File: src/rtl/rr_arb_pkg.sv
// Shared types and helpers for the packet-locking round-robin arbiter.
package rr_arb_pkg;

  typedef enum logic {
    IDLE   = 1'b0,
    LOCKED = 1'b1
  } arb_state_e;

  // Widest one-hot vector rotl1_oh can handle; callers cast to their own width.
  localparam int OH_MAX_W = 64;

  // Rotate an n-bit one-hot left by one, bit n-1 wrapping to bit 0.
  function automatic logic [OH_MAX_W-1:0] rotl1_oh(input logic [OH_MAX_W-1:0] v,
                                                   input int unsigned n);
    logic [OH_MAX_W-1:0] keep;
    keep = (OH_MAX_W'(1) << n) - OH_MAX_W'(1);
    return ((v << 1) | (v >> (n - 1))) & keep;
  endfunction

endpackage

File: src/rtl/oh2idx.sv
// One-hot to binary index encoder; all-zero input yields index 0.
module oh2idx #(
  parameter int N = 4,
  parameter int W = 2
) (
  input  logic [N-1:0] oh,
  output logic [W-1:0] idx
);

  logic [W-1:0][N-1:0] term;

  for (genvar gi = 0; gi < W; gi++) begin : g_bit
    for (genvar gj = 0; gj < N; gj++) begin : g_src
      localparam int unsigned SRC = gj;
      assign term[gi][gj] = oh[gj] & SRC[gi];
    end
    assign idx[gi] = |term[gi];
  end

endmodule

File: src/rtl/rr_arb_lock.sv
// Round-robin arbiter that locks the grant for a whole packet (until tail handshake).
// Optional macro RR_ARB_PRIO_EN adds req_prio_i for a high-priority arbitration tier.
module rr_arb_lock
  import rr_arb_pkg::*;
#(
  parameter int N_INPUT = 4,
  localparam int N_INPUT_WIDTH = (N_INPUT > 1) ? $clog2(N_INPUT) : 1
) (
  input  logic                     clk,
  input  logic                     rstn,
  input  logic [N_INPUT-1:0]       req_vld_i,
  input  logic [N_INPUT-1:0]       req_tail_i,
`ifdef RR_ARB_PRIO_EN
  input  logic [N_INPUT-1:0]       req_prio_i,
`endif
  output logic [N_INPUT-1:0]       req_rdy_o,
  output logic                     gnt_vld_o,
  output logic                     gnt_tail_o,
  input  logic                     gnt_rdy_i,
  output logic [N_INPUT-1:0]       gnt_oh_o,
  output logic [N_INPUT_WIDTH-1:0] gnt_idx_o
);

  arb_state_e         state_reg, state_next;
  logic [N_INPUT-1:0] owner_oh_reg, owner_oh_next;
  logic [N_INPUT-1:0] prio_ptr_oh_reg, prio_ptr_oh_next;

  logic [N_INPUT-1:0]   arb_vld;
  logic [N_INPUT-1:0]   below_ptr;
  logic [N_INPUT-1:0]   search_oh;
  logic [2*N_INPUT-1:0] dbl_vld;
  logic [2*N_INPUT-1:0] dbl_first;
  logic [N_INPUT-1:0]   sel_oh;
  logic                 gnt_vld;
  logic                 gnt_tail;
  logic                 hs;

`ifdef RR_ARB_PRIO_EN
  logic [N_INPUT-1:0] hi_vld;
  assign hi_vld  = req_vld_i & req_prio_i;
  assign arb_vld = (|hi_vld) ? hi_vld : req_vld_i;
`else
  assign arb_vld = req_vld_i;
`endif

  // Lower half holds requesters at/above the pointer, upper half all of them,
  // so the lowest set bit of the doubled vector is the circular winner.
  assign below_ptr = prio_ptr_oh_reg - N_INPUT'(1);
  assign dbl_vld   = {arb_vld, arb_vld & ~below_ptr};
  assign dbl_first = dbl_vld & (-dbl_vld);
  assign search_oh = dbl_first[N_INPUT-1:0] | dbl_first[2*N_INPUT-1:N_INPUT];

  always_comb begin
    state_next       = state_reg;
    owner_oh_next    = owner_oh_reg;
    prio_ptr_oh_next = prio_ptr_oh_reg;
    sel_oh           = '0;
    gnt_vld          = 1'b0;

    case (state_reg)
      IDLE: begin
        sel_oh  = search_oh;
        gnt_vld = |req_vld_i;
      end
      LOCKED: begin
        sel_oh  = owner_oh_reg;
        gnt_vld = |(req_vld_i & owner_oh_reg);
      end
      default: begin
        sel_oh  = '0;
        gnt_vld = 1'b0;
      end
    endcase

    gnt_tail = |(req_tail_i & sel_oh);
    hs       = gnt_vld & gnt_rdy_i;

    if (hs) begin
      if (gnt_tail) begin
        state_next       = IDLE;
        owner_oh_next    = '0;
        prio_ptr_oh_next = N_INPUT'(rotl1_oh(OH_MAX_W'(sel_oh), N_INPUT));
      end else if (state_reg == IDLE) begin
        state_next    = LOCKED;
        owner_oh_next = sel_oh;
      end
    end
  end

  always_ff @(posedge clk) begin
    if (!rstn) begin
      state_reg       <= IDLE;
      owner_oh_reg    <= '0;
      prio_ptr_oh_reg <= N_INPUT'(1);
    end else begin
      state_reg       <= state_next;
      owner_oh_reg    <= owner_oh_next;
      prio_ptr_oh_reg <= prio_ptr_oh_next;
    end
  end

  assign gnt_vld_o  = gnt_vld;
  assign gnt_tail_o = gnt_tail;
  assign gnt_oh_o   = sel_oh;
  assign req_rdy_o  = sel_oh & {N_INPUT{gnt_rdy_i & gnt_vld & rstn}};

  oh2idx #(
    .N (N_INPUT),
    .W (N_INPUT_WIDTH)
  ) u_oh2idx (
    .oh  (sel_oh),
    .idx (gnt_idx_o)
  );

endmodule
File: config.mk
export PLATFORM = sky130hd
export DESIGN_NAME = rr_arb_lock
export DESIGN_NICKNAME = d
export VERILOG_FILES = /design/src/rtl/rr_arb_pkg.sv /design/src/rtl/oh2idx.sv /design/src/rtl/rr_arb_lock.sv
export SDC_FILE = /design/constraint.sdc
export NUM_CORES = 1
export LEC_CHECK = 0
export CAP_MARGIN = 40
export CORE_ASPECT_RATIO = 1.5
export CORE_MARGIN = 2
export CORE_UTILIZATION = 40
export DETAILED_ROUTE_END_ITERATION = 7
export PLACE_DENSITY_LB_ADDON = 0.1
export SKIP_LAST_GASP = 1
export SLEW_MARGIN = 20
export SYNTH_ARGS = -nofsm -noshare
export SYNTH_HDL_FRONTEND = slang
export SYNTH_SLANG_ARGS = --single-unit
File: constraint.sdc
create_clock -name clk -period 1.96 [get_ports clk]
set_input_delay 0.294 -clock clk [delete_from_list [all_inputs] [get_ports clk]]
set_output_delay 0.294 -clock clk [all_outputs]
set_load 0.02 [all_outputs]
* Yosys cells after proc, flatten, opt, wreduce, memory -nomap -nowiden
Index checks and enable logic that the tools add are counted.
** Cells by class
- Bitwise operators :: 11
- Equality and inequality tests :: 1
- $add $sub $neg :: 2
- Reduce and logical (&&, ||, !) cells :: 7
- Mux-type cells :: 5
** Operators by type and width (number)
- bitwise AND 4 bit :: 4
- OR reduction 4 bit :: 3
- bitwise AND 8 bit :: 1
- 2-to-1 mux 4 bit :: 2
- negator 8 bit :: 1
- one-hot mux 4 bit (2 select lines) :: 1
- NOT 4 bit :: 1
- OR 4 x 1 -> 4 bit :: 1
- OR 4 bit :: 1
- AND reduction 2 bit :: 2
- OR reduction 2 bit :: 2
- subtractor 4 x 1 -> 4 bit (second input constant) :: 1
- bitwise AND 1 bit :: 2
- != test 2 bit (second input constant) :: 1
- one-hot mux 1 bit (2 select lines) :: 1
- 2-to-1 mux 1 bit :: 1
- NOT 1 bit :: 1
** Storage, ports and cells
- Word-level logic and storage cells :: 29
- Register bits :: 9
- Output and inout port bits :: 12
- Input port bits :: 11

* Depth between registers and ports, before layout
Gate-level depths: netlist (run 1).
- Depth in word-level cells :: 11
- Depth in mapped cells :: 8
- Depth with buffers taken out :: 8

* By module
From an unflattened synthesis (run 1), not the netlist that was laid out.
** Second synthesis, totals
- Cell total of the unflattened synthesis :: 106
- Area, all modules :: 815.8 sq um
** By module, submodules not included
- rr_arb_lock :: cells each 104, seq. area each 180.2 sq um, times used 1, area each 803.3 sq um
- oh2idx :: cells each 2, seq. area each 0.0 sq um, times used 1, area each 12.5 sq um

* Worst setup path before layout (run 1)
Ideal clock, no wire load.
- Path kind :: register -> register
- From :: register prio_ptr_oh_reg[0]
- To :: register owner_oh_reg[3]
- Required time :: 1.885 ns
- Period minus slack after synthesis :: 2.225 ns
- Buffers on the path :: 0
- Library setup time :: 0.075 ns
- Stages on the path, launching flop included :: 9
- Arrival time :: 2.150 ns
- Path slack :: -0.265 ns
- Cells stage by stage :: dfxtp_1 inv_1 ha_1 xnor2_1 a32o_1 o21ai_0 o2111ai_4 or2_1 o22ai_1
** On the way
- Word-level cells in the longest chain between the ends :: 11
- Elaborated cells between the ends (all ways) :: 13
- Those cells by class :: 2 x add/sub; 1 x eq/ne; 3 x mux; 5 x bitwise; 2 x reduce/logical
** RTL lines
- from (decl) :: line rr_arb_lock.sv:26 : logic [N_INPUT-1:0] prio_ptr_oh_reg, prio_ptr_oh_next;
- from (signal assigned) :: line rr_arb_lock.sv:98 : prio_ptr_oh_reg <= prio_ptr_oh_next;
- subtractor 4 x 1 -> 4 bit (*) :: line rr_arb_lock.sv:48 : assign below_ptr = prio_ptr_oh_reg - N_INPUT'(1);
- NOT 4 bit (*) :: line rr_arb_lock.sv:49 : assign dbl_vld = {arb_vld, arb_vld & ~below_ptr};
- bitwise AND 4 bit (*) :: line rr_arb_lock.sv:49
- negator 8 bit :: line rr_arb_lock.sv:50 : assign dbl_first = dbl_vld & (-dbl_vld);
- bitwise AND 8 bit (*) :: line rr_arb_lock.sv:50
- OR 4 bit (*) :: line rr_arb_lock.sv:51 : assign search_oh = dbl_first[N_INPUT-1:0] | dbl_first[2*N_INPUT-1:N_INPUT];
- one-hot mux 4 bit (2 select lines) (*) :: line rr_arb_lock.sv:60 : case (state_reg)
- bitwise AND 4 bit (*) :: line rr_arb_lock.sv:75 : gnt_tail = |(req_tail_i & sel_oh);
- OR reduction 4 bit (*) :: line rr_arb_lock.sv:75
- named net gnt_tail_o :: line rr_arb_lock.sv:18 : output logic gnt_tail_o,
- != test 2 bit (no line)
- AND reduction 2 bit (no line)
- to (signal assigned) :: line rr_arb_lock.sv:97 : owner_oh_reg <= owner_oh_next;
- to (decl) :: line rr_arb_lock.sv:25 : logic [N_INPUT-1:0] owner_oh_reg, owner_oh_next;
The timed path passes the listed nets; every way through them passes the cells marked *. The select of a mux whose other input is x is not followed.
A chain may end at the register's enable or synchronous reset.

* Final worst setup path (run 1)
- From :: register prio_ptr_oh_reg[0]
- To :: output gnt_tail_o
** On the way
- Word-level cells in the longest chain between the ends :: 9
** RTL lines (line)
- subtractor 4 x 1 -> 4 bit (*) :: rr_arb_lock.sv:48
- NOT 4 bit (*) :: rr_arb_lock.sv:49
- bitwise AND 4 bit (*) :: rr_arb_lock.sv:49
- negator 8 bit :: rr_arb_lock.sv:50
- bitwise AND 8 bit (*) :: rr_arb_lock.sv:50
- OR 4 bit (*) :: rr_arb_lock.sv:51
- one-hot mux 4 bit (2 select lines) (*) :: rr_arb_lock.sv:60
- bitwise AND 4 bit (*) :: rr_arb_lock.sv:75
- OR reduction 4 bit (*) :: rr_arb_lock.sv:75
- to (decl) :: rr_arb_lock.sv:18
Every way passes the cells marked *; elsewhere a longest branch is shown, timed or not.

==> results of run 1 <==
-- layer usage --
metal / vias up / global-route usage, % / part of all wire [%]
li1: 559 / - / -
met1: 565 / 30.66 / 39
met2: 42 / 56.25 / 55
met3: 5 / 1.504 / 3.8
met4: 0 / 11.43 / 1.8
met5: - / 0 / 0
-- cell families (layout without fill, tap and decap cells) --
kind of cell,Yosys count,count (layout),synth area share (%)
buffers and inverters,16,92,7.362
xor gates and xnor gates,1,1,1.074
and+or+nand+nor,37,37,23.01
AOI/OAI and AO/OA,42,42,44.94
DFF,9,9,22.09
adders and majority gates,1,1,1.533
-- worst reg2reg max path, cell delays in order, from the launching register on --
cell       delay, ns
dfxtp_2         0.34
or4_4           0.56
a32oi_4         0.30
buf_6           0.16
a21oi_4         0.06
o2111ai_4       0.25
buf_6           0.16
buf_4           0.10
a21oi_1         0.06
a311oi_1        0.19
-- Yosys cell counts (3+ instances only) --
master	n	share of area, %
inv_1	13	6.0
dfxtp_1	9	22
a21oi_1	7	4.3
clkbuf_1	3	1.4
o22ai_1	4	3.1
nand2_1	16	7.4
nor2_1	6	2.8
o21ai_0	5	3.1
-- metrics by stage --
| step | setup WS [ns] | hold WS [ns] |
|---|---|---|
| global placement | -0.9051 | 0.5738 |
| CTS | -0.4303 | 0.5856 |
| global route | -0.4748 | 0.6260 |
| floorplan | -0.02448 | 0.3739 |
| finish | -0.4429 | 0.5886 |
| detailed placement | -0.9120 | 0.5701 |
-- final cells by class --
type | instances | share of cell area (%)
repair buffers | 75 | 37.11
well taps | 22 | 1.630
clock buffers | 4 | 1.556
flip-flops and latches | 9 | 10.96
multi-input cells | 81 | 45.85
inverters | 13 | 2.889
-- report_power, final --
group | total (mW) | internal, mW | switching (mW)
combinational | 0.831 | 0.423 | 0.408
sequential | 0.224 | 0.206 | 0.0183
clock | 0.158 | 0.0791 | 0.0787
total | 1.21 | 0.707 | 0.505
-- worst max-delay path by stage --
stage                  startpoint              end  slack (ns)  cells past startpoint
2_1_floorplan  prio_ptr_oh_reg[0]  owner_oh_reg[3]       -0.02                      6
3_3_place_gp         req_vld_i[1]     req_rdy_o[2]       -0.91                      6
3_5_place_dp         req_vld_i[1]     req_rdy_o[2]       -0.91                      6
4_1_cts        prio_ptr_oh_reg[0]     req_rdy_o[1]       -0.43                      6
5_1_grt        prio_ptr_oh_reg[0]       gnt_tail_o       -0.47                      6
6_report       prio_ptr_oh_reg[0]       gnt_tail_o       -0.44                      6
-- repair_timing --
action                     in CTS  in global routing
pin swaps                       8                 15
buffers inserted                4                  5
hold buffers                    0                  0
setup endpoints to repair      21                 21
resized for setup              84                 15
==> flow_summary.toml, run 1 <==
[run_status]
outcome = "complete, but fails checks"
violations = "setup timing"

[worst_hold_path]
hold_class = "reg -> reg"
hold_end = "owner_oh_reg[2]"
hold_depth = 3
worstHoldStart = "owner_oh_reg[2]"

[grt]
grt_pass1_vias = 1104
grt_max_degree = 12
grt_pass1_wl_mm = 4.809
grt_overflow = 0
grt_util_all_layers_pct = 29.62
antenna_found_initial = 0

[synthesis]
yosysSeqAreaShare_pct = 22.09
ys.flop_type = "dfxtp_1"
synth_edf_count = 0
ys_warn_count = 0
synth_area_um2 = 815.8
synth_seq_cells = 9
synthArstFlopShare_pct = 0
ys_types = 40
syn-num-nets = 118
syn_area_per_cell_um2 = 7.696
syn_inst = 106

[setup_path]
endpoint_kind = "output port"
critPathBufInv = 2
required_ns = 1.67
r2r_slack_ns = -0.31
crit_arrival_ns = 2.11
crit_slowest_cell = "or4_4"
crit_family = "compound AO/OA/AOI/OAI gates"
path_class = "reg -> out"
rr_worst_depth = 9
reg2reg_from = "prio_ptr_oh_reg[0]"
critPathLaunchType = "register"
crit_top_cell = "buf_6"
path_max_fanout = 4
timing.rr.end = "prio_ptr_oh_reg[1]"
cpPeakStageDelay_ns = 0.56
crit_path_cell_trace = "or4_4 -> a32oi_4 -> buf_6 -> a21oi_4 -> o2111ai_4 -> buf_6"

[finish]
drive_above_1_share_pct = 59.34
multiInputGateArea_um2 = 774.5
final_area_um2 = 1689
antennaDiodeCount = 0
fillers = 116
syn2layout_area_growth_pct = 107.1
seqCellArea_um2 = 185.2
layout_commonest_cell = "buf_4"
fin_cells = 204
final_cell_mix = "buf_4, nand2_1, inv_1, buf_6, clkdlybuf4s50_1"
final_core_util_pct = 85.44
nNetsFinal = 195

[floorplan]
num_io_pins = 23
die_w_um = 40.88
num_rows = 20
dieArea_um2 = 2424
core-area_um2 = 1977
fp.dieH_um = 59.31
start_util_pct = 41.27

[routing]
drtIter0Drc = 42
post_drt_wl_per_cell_um = 16.74
finalWirelength_mm = 3.415
drc = 0
num_vias = 1171
ant_nets = 0
routed_via_density = 5.740
drtPass1Iterations = 4

[clocking]
root_buffer = "clkbuf_4"
h-tree-depth = 1
clkTransAtPathRegs_ns = 0.07
clk-insertion-delay-late_ns = 0.28
cts_made_buffers = 3
clock-sinks = 9
clockBufferDepth = 2
tritoncts = "built"

[sta]
min_period_ns = 2.403
finalHoldViolCount = 0
max_freq_mhz = 416.2
rsz0062_at_grt = "yes"
worst_pin_slew_ns = 0.5797
finalCritPeriodShare_pct = 122.6
layout_setup_ws_ns = -0.4429
slew_headroom_pct = 60.94
drv_slew = 0
setup_violations = 20
tns_ns = -6.117
fin_skew_ns = 0.008670

[placed_design]
hpwl_mm = 2.378
dpl.cell_count = 192
portBuffers = 22
routabilityCongestion = 0.7765
placed_cell_area_um2 = 1465

[power]
p_per_area_nw_per_um2 = 717.9
p_leak_nw = 0.7268
vdd_drop_max_mv = 0.6391
power_mw = 1.213

[flow_run]
drv_cap = 0
Note: power is estimated with default switching activity, not from simulation.
==> run 2, diff against run 1 <==
CAP_MARGIN = unset   (was 40)
CORE_ASPECT_RATIO = unset   (was 1.5)
CORE_UTILIZATION = 42   (was 40)
==> run 2 against run 1 <==
The flow still finishes with violations (setup timing). Via count grew 21%. Die area shrank 4.7%. Cell count shrank 2.0%. Sequential power grew 2%. Fmax shrank 1.5%. Clock power shrank 3%. Cell area shrank 1.2%.
==> flow_summary.toml, run 2 (same netlist as run 1, synthesis figures left out) <==
[placed_design]
routabilityCongestion = 0.8829
hpwl_mm = 2.377
portBuffers = 22
place_ws_ns = -0.8688
dpl.cell_count = 189

[floorplan]
core-area_um2 = 1783
num_rows = 15
start_util_pct = 45.75
fp.dieH_um = 48.07
die_w_um = 48.07
dieArea_um2 = 2311
num_io_pins = 23

[sta]
worst_pin_slew_ns = 0.5523
setup_violations = 20
min_period_ns = 2.440
finalCritPeriodShare_pct = 124.5
max_freq_mhz = 409.9
layout_setup_ws_ns = -0.4796
slew_headroom_pct = 62.79
finalHoldViolCount = 0
drv_slew = 0
tns_ns = -7.543
fin_skew_ns = 0.004222
rsz0062_at_grt = "yes"

[grt]
grt_pass1_vias = 1291
grt_pass1_wl_mm = 6.789
grt_max_degree = 12
grt_util_all_layers_pct = 44.12
grt_overflow = 0
antenna_found_initial = 0

[routing]
drtPass1Iterations = 6
num_vias = 1418
finalWirelength_mm = 5.248
drc = 0
drtIter0Drc = 150
routed_via_density = 7.090
post_drt_wl_per_cell_um = 26.24
ant_nets = 0

[finish]
fin_cells = 200
final_cell_mix = "buf_4, buf_6, nand2_1"
drive_above_1_share_pct = 58.29
nNetsFinal = 188
layout_commonest_cell = "buf_4"
antennaDiodeCount = 0
syn2layout_area_growth_pct = 104.6

[power]
p_leak_nw = 0.6847
p_per_area_nw_per_um2 = 765.1
vdd_drop_max_mv = 0.6075
power_mw = 1.277

[worst_hold_path]
hold_class = "reg -> reg"

[flow_run]
drv_cap = 0

[run_status]
outcome = "complete, but fails checks"
violations = "setup timing"

[setup_path]
critPathLaunchType = "register"
path_class = "reg -> out"
path_max_fanout = 6
required_ns = 1.67
endpoint_kind = "output port"
crit_arrival_ns = 2.15

[clocking]
tritoncts = "built"
clockBufferDepth = 2
clock-sinks = 9
clk-insertion-delay-late_ns = 0.27
cts_made_buffers = 3
clkTransAtPathRegs_ns = 0.07
h-tree-depth = 1
root_buffer = "clkbuf_4"
run 2: cell count changes in the layout (fill, tap and decap cells not counted), moves of 2 or more:
| cell | before | now |
|---|---|---|
| o22ai_2 | 2 | 0 |
| dlygate4sd2_1 | 2 | 4 |
| buf_4 | 52 | 41 |
| dlymetal6s2s_1 | 2 | 0 |
| o22ai_1 | 2 | 4 |
| buf_6 | 11 | 17 |
| buf_2 | 2 | 0 |
run 2: path summary, 6_finish.rpt:
path | to | slack (ns) | startpoint | cells after the start
max | gnt_idx_o[1] | -0.48 | prio_ptr_oh_reg[0] | 9
min | owner_oh_reg[3] | 0.56 | owner_oh_reg[3] | 2
max reg2reg | owner_oh_reg[3] | -0.47 | prio_ptr_oh_reg[0] | 11
min reg2reg | owner_oh_reg[3] | 0.56 | owner_oh_reg[3] | 2
run 2: area by class of cell:
type,count,area [um2]
Tap cell,25,31.28
Timing Repair Buffer,68,594.3
Clock buffer,4,26.28
Inverter,13,48.80
Sequential cell,9,183.9
Multi-Input combinational cell,81,784.5
Fill cell,51,113.9
run 2: per-layer routing:
layer,global-route usage (%),vias to the layer above,routed length (um)
met3,15.47,78,661
met1,50.79,626,1728
met4,24.32,0,622
met2,70.93,172,2236
li1,-,542,-
met5,0,-,0
run 2: per-stage QoR:
step | cell area, um2 | util (%) | hold slack [ns]
3_3_place_gp | 1424 | 79.86 | 0.4838
2_1_floorplan | 890.9 | - | 0.3739
5_1_grt | 1669 | 93.61 | 0.5719
6_report | 1669 | 93.61 | 0.5596
4_1_cts | 1609 | 90.25 | 0.4975
3_5_place_dp | 1424 | 79.86 | 0.4937
run 2: worst max-delay path, stage by stage, from the launching register on:
cell and delay (ns):
dfxtp_2 0.35, buf_6 0.12, buf_6 0.11, o31ai_4 0.26, buf_6 0.17, a21oi_4 0.06
a41oi_4 0.22, a2bb2oi_4 0.30, nand2_2 0.12, buf_6 0.15
run 2: power breakdown:
part           switching (mW)  total [mW]  leakage, nW  internal (mW)
sequential             0.0242       0.229       0.0739          0.205
clock                  0.0739       0.153       0.0150         0.0788
combinational           0.484       0.895        0.596          0.411
run 2: repair_timing:
action / 4_1_cts / 5_1_grt
resized for setup: 99 / 11
hold buffers: 0 / 0
endpoints found under the setup margin: 21 / 20
pin swaps: 15 / 6
buffers inserted: 5 / 3
